### config.mk
export PLATFORM = sky130hd
export DESIGN_NAME = rv32_bus_arbiter
export DESIGN_NICKNAME = d
export VERILOG_FILES = /design/src/rtl/rv32_bus_arbiter.sv
export SDC_FILE = /design/constraint.sdc
export NUM_CORES = 1
export LEC_CHECK = 0
export CAP_MARGIN = 20
export CORE_AREA = 2 2 108 110
export DETAILED_ROUTE_END_ITERATION = 12
export DIE_AREA = 0 0 110 112
export GPL_TIMING_DRIVEN = 0
export SYNTH_ARGS = -nofsm -noshare
export SYNTH_HDL_FRONTEND = slang
export SYNTH_SLANG_ARGS = --single-unit
### constraint.sdc
create_clock -name clk -period 2.5 [get_ports clk]
set_input_delay 0.5 -clock clk [delete_from_list [all_inputs] [get_ports clk]]
set_output_delay 0.5 -clock clk [all_outputs]
set_load 0.02 [all_outputs]
### src/rtl/rv32_bus_arbiter.sv
// Shares one memory port between the fetch bus and the data bus.
// Data has priority; a streak counter forces a fetch after long data runs.
module rv32_bus_arbiter #(
    parameter int unsigned STARVE_LIMIT = 4
) (
    input  logic        clk,
    input  logic        reset_,
    input  logic [31:0] instr_address_in,
    input  logic        instr_read_in,
    output logic [31:0] instr_read_value_out,
    output logic        instr_ready_out,
    input  logic [31:0] data_address_in,
    input  logic        data_read_in,
    input  logic        data_write_in,
    input  logic [3:0]  data_write_mask_in,
    input  logic [31:0] data_write_value_in,
    output logic [31:0] data_read_value_out,
    output logic        data_ready_out,
    output logic [31:0] mem_address_out,
    output logic        mem_read_out,
    output logic        mem_write_out,
    output logic [3:0]  mem_write_mask_out,
    output logic [31:0] mem_write_value_out,
    input  logic [31:0] mem_read_value_in,
    input  logic        mem_ready_in,
    output logic [1:0]  owner_out
);

    localparam int unsigned SW = $clog2(STARVE_LIMIT + 1);
    localparam logic [SW-1:0] LIMIT = SW'(STARVE_LIMIT);

    typedef enum logic [1:0] {
        IDLE,
        OWN_INSTR,
        OWN_DATA
    } state_t;

    typedef enum logic [1:0] {
        OWN_NONE = 2'b00,
        OWN_I    = 2'b01,
        OWN_D    = 2'b10
    } owner_t;

    state_t        state, state_nxt;
    owner_t        owner;
    logic [SW-1:0] streak, streak_nxt;
    logic          instr_req, data_req, starved, owner_req;

    assign instr_req = instr_read_in;
    assign data_req  = data_read_in | data_write_in;
    assign starved   = instr_req && (streak == LIMIT);

    // IDLE picks the owner in the same cycle; OWN_x keeps it locked.
    always_comb begin
        owner = OWN_NONE;
        case (state)
            IDLE: begin
                if (data_req && !starved) owner = OWN_D;
                else if (instr_req)       owner = OWN_I;
            end
            OWN_INSTR: owner = OWN_I;
            OWN_DATA:  owner = OWN_D;
            default:   owner = OWN_NONE;
        endcase
        if (!reset_) owner = OWN_NONE;
    end

    always_comb begin
        mem_address_out     = '0;
        mem_read_out        = 1'b0;
        mem_write_out       = 1'b0;
        mem_write_mask_out  = '0;
        mem_write_value_out = '0;
        instr_ready_out     = 1'b0;
        data_ready_out      = 1'b0;
        owner_req           = 1'b0;
        case (owner)
            OWN_I: begin
                mem_address_out = instr_address_in;
                mem_read_out    = instr_read_in;
                instr_ready_out = mem_ready_in & instr_req;
                owner_req       = instr_req;
            end
            OWN_D: begin
                mem_address_out     = data_address_in;
                mem_read_out        = data_read_in;
                mem_write_out       = data_write_in;
                mem_write_mask_out  = data_write_mask_in;
                mem_write_value_out = data_write_value_in;
                data_ready_out      = mem_ready_in & data_req;
                owner_req           = data_req;
            end
            default: ;
        endcase
    end

    assign instr_read_value_out = mem_read_value_in;
    assign data_read_value_out  = mem_read_value_in;
    assign owner_out            = owner;

    // Completion or withdrawal both return to IDLE.
    always_comb begin
        state_nxt = IDLE;
        if (owner_req && !mem_ready_in) begin
            state_nxt = (owner == OWN_I) ? OWN_INSTR : OWN_DATA;
        end
    end

    always_comb begin
        streak_nxt = streak;
        if (!instr_req || instr_ready_out) begin
            streak_nxt = '0;
        end else if (data_ready_out && streak != LIMIT) begin
            streak_nxt = streak + SW'(1);
        end
    end

    always_ff @(posedge clk) begin
        if (!reset_) begin
            state  <= IDLE;
            streak <= '0;
        end else begin
            state  <= state_nxt;
            streak <= streak_nxt;
        end
    end

endmodule

==> impl_metrics.yaml, run 1 <==
timing:
  grt_setup_unrepaired: "yes"
  setup_viol_count_final: 9
  finalSetupTns_ps: -41.68
  max_freq_mhz: 398.0
  fin_ws_ps: -12.81
  maxSlewHeadroom_pct: 82.91
  final_hold_viol_count: 0
  period_share_pct: 100.5
  worstMarginPinSlew_ps: 256.0
  hold_ws_ps: 592.0
  slew_viol_final: 0
  skew_ps: 1.624
  post-route-min-period_ps: 2513
synth:
  syn_inst: 224
  yosys_warnings: 0
  synth_edf_count: 0
  synth_common_cells: "buf_4 (65), and2_1 (37), nor2_1 (35), a22oi_1 (33), buf_2 (9)"
  synth_ff_type: "dfxtp_1"
  post-synth-top-count-cell: "buf_4"
  ys_top_cells_by_area: "buf_4 (32%), a22oi_1 (16%), and2_1 (15%), nor2_1 (8.6%), dfxtp_1 (6.6%)"
  synthArstFlopShare_pct: 0
  yosysSeqAreaShare_pct: 6.568
  synth-seq-cells: 5
  syn_area_per_cell_um2: 6.803
  yosysUniqueCellTypes: 25
  synth.top_cell.area_share_pct: 32.02
  syn_area_um2: 1524
  syn-num-nets: 366
  synth_top_cell_by_area: "buf_4"
route:
  avgViaCountPerCell: 3.968
  ant_nets: 0
  drcViolationCount: 0
  wirelength_um: 9193
  first_pass_iters: 3
  drt_iter0_drc: 47
  vias: 2496
  routedWlPerCell_um: 14.62
clock_tree:
  cts-root-buf: "clkbuf_16"
  cts_sinks: 5
  cts_tree: "built"
  clk_pin_slew_worst_paths_ps: 30
  numCtsBuffers: 3
  htreeDepth: 1
  cts_buffer_depth: 2
  clkLatencyLatePin_ps: 230
flow_run:
  drv_cap: 0
cells_and_area:
  drive_above_1_share_pct: 53.29
  num_antenna_cells: 0
  regArea_um2: 102.6
  multiInputGateArea_um2: 1339
  final_cells: 629
  area.growth.synth_to_final_pct: 227.3
  final_nets: 629
  fillers: 1093
floorplanning:
  core-area_um2: 11170
  row_count: 39
  start_util_pct: 13.64
  die_x_um: 110
  die_h_um: 112
  io_pins: 276
  die-area_um2: 12320
worst_hold_path:
  worstHoldStart: "reset_"
  worstHoldPathCells: 3
  worstHoldPathType: "in -> reg"
  hold_end: "streak[2]"
grt:
  grt_pass1_vias: 2632
  track_usage_pct: 13.53
  grt_pass1_wl_um: 13270
  antenna_found_initial: 0
  grt_max_degree: 11
  grt_overflow: 0
power_and_ir_drop:
  irDropWorstVdd_mv: 0.3466
  combPwrFrac_pct: 73.1
  p_leak_uw: 0.002073
  power_switching_uw: 457.0
  p_sw_share_pct: 35.36
  intPower_uw: 835.3
  clockPowerShare_pct: 20.5
  finalPower_uw: 1292
  pwr-share-seq_pct: 6.4
  power_density_nw_per_um2: 259.1
critical_path:
  crit_arrival_ps: 2010
  critPathBufInv: 4
  r2r_slack_ps: 530
  worstSetupPathType: "reg -> out"
  cp.depth: 10
  crit_fanout: 10
  crit_chain: "inv_2, ha_4, a31oi_4, o21a_1, ha_4, buf_8, buf_8, a22oi_2, nor2_4, buf_4"
  max_stage_delay_ps: 330
  rr_startpoint: "streak[0]"
  startpoint_type: "flop"
  worstRegToRegCells: 9
  crit_family: "compound AO/OA/AOI/OAI gates"
  crit_required_ps: 2000
  endpoint_kind: "primary output"
  slowest_stage: "dfxtp_2"
  r2r_end: "streak[1]"
status:
  violations: "setup timing"
  status: "complete, but fails checks"
placed_design:
  gp_congestion: 0.7638
  io_buffers: 242
  dp.cells: 609
  pre_cts_ws_ps: -1257
  dp_hpwl_um: 7325
-- worst max-delay path by stage --
stage / start / end / slack [ps]
3_3_place_gp: data_write_in / mem_address_out[28] / -1200
5_1_grt: streak[1] / mem_read_out / -110
4_1_cts: streak[0] / data_ready_out / 3
6_report: streak[0] / mem_address_out[9] / -10
3_5_place_dp: data_write_in / mem_address_out[28] / -1260
2_1_floorplan: instr_read_in / mem_address_out[10] / 20
-- sequential cells by signal, summed over array words and instances (netlist names) --
name,count
streak,3
state,2
-- logic make-up (layout without fill, tap and decap cells) --
family                   count (synthesis)  count (layout)  share of synthesized area (%)
AO/OA/AOI/OAI                           43              43                          22.17
flip-flops                               5               5                          6.568
AND/OR/NAND/NOR                         87              87                          29.47
buffers and inverters                   83             345                          37.19
adder cells (fa/ha/maj)                  4               4                          3.284
multiplexers                             2               2                          1.314
-- metrics by stage --
step	area (um^2)	util (%)
2_1_floorplan	1779	-
3_3_place_gp	4380	39.20
3_5_place_dp	4380	39.20
4_1_cts	4701	42.07
5_1_grt	4987	44.63
6_report	4987	44.63
-- worst min-delay path: stages --
cell and delay, ps:
buf_4 140, nand3_1 80, nor3_1 50
-- placed cells by master (no fill, tap or decap), drive strengths merged --
| cell type | netlist | final |
|---|---|---|
| nand3 | 1 | 1 |
| and3 | 1 | 1 |
| ha | 4 | 4 |
| nand2 | 4 | 4 |
| o211a | 2 | 2 |
| a31oi | 1 | 1 |
| o21ai | 2 | 2 |
| nor3b | 1 | 1 |
| clkbuf | 7 | 16 |
| inv | 2 | 2 |
| nor3 | 1 | 1 |
| a21oi | 1 | 1 |
| nor2b | 2 | 2 |
| nand4 | 4 | 4 |
| a21boi | 1 | 1 |
| and2 | 37 | 37 |
| and4b | 1 | 1 |
| dfxtp | 5 | 5 |
| a22oi | 33 | 33 |
| nor2 | 35 | 35 |
| clkdlybuf4s50 | 0 | 167 |
| buf | 74 | 160 |
| o21a | 3 | 3 |
| mux2i | 2 | 2 |
-- power by group through the flow --
| stage | registers [uW] | clock network [uW] | logic [uW] |
|---|---|---|---|
| 2_1_floorplan | 82.8 | 0 | 398 |
| 3_5_place_dp | 82.9 | 0 | 818 |
| 3_3_place_gp | 82.9 | 0 | 811 |
| 4_1_cts | 82.0 | 270 | 887 |
| 5_1_grt | 82.1 | 279 | 996 |
| 6_report | 82.1 | 265 | 945 |
-- area by class of cell --
cell class	count	area share [%]
well taps	143	3.588
multi-input cells	136	26.84
plain buffers	81	15.00
repair buffers	258	50.78
flip-flops and latches	5	2.057
clock buffers	4	1.581
inverters	2	0.1505
-- repair_timing --
action | in CTS | in global routing
resized for setup | 426 | 74
endpoints found under the setup margin | 74 | 72
hold buffers | 0 | 0
gates cloned | 4 | 2
buffers inserted | 7 | 3
pin swaps | 14 | 9
-- per-layer routing --
metal | vias up | share of wire (%) | global-route usage, %
li1 | 1217 | - | -
met1 | 1151 | 36 | 14.59
met2 | 121 | 55 | 26.87
met3 | 7 | 8.3 | 2.400
met4 | 0 | 0.77 | 2.194
met5 | - | 0 | 0
(Power assumes the default switching activity.)
==> run 2: changes to the inputs <==
Settings changed: CAP_MARGIN 20 to 15.
==> results of run 2 <==
The final DEF is identical to that of run 1; final timing and power are the same.
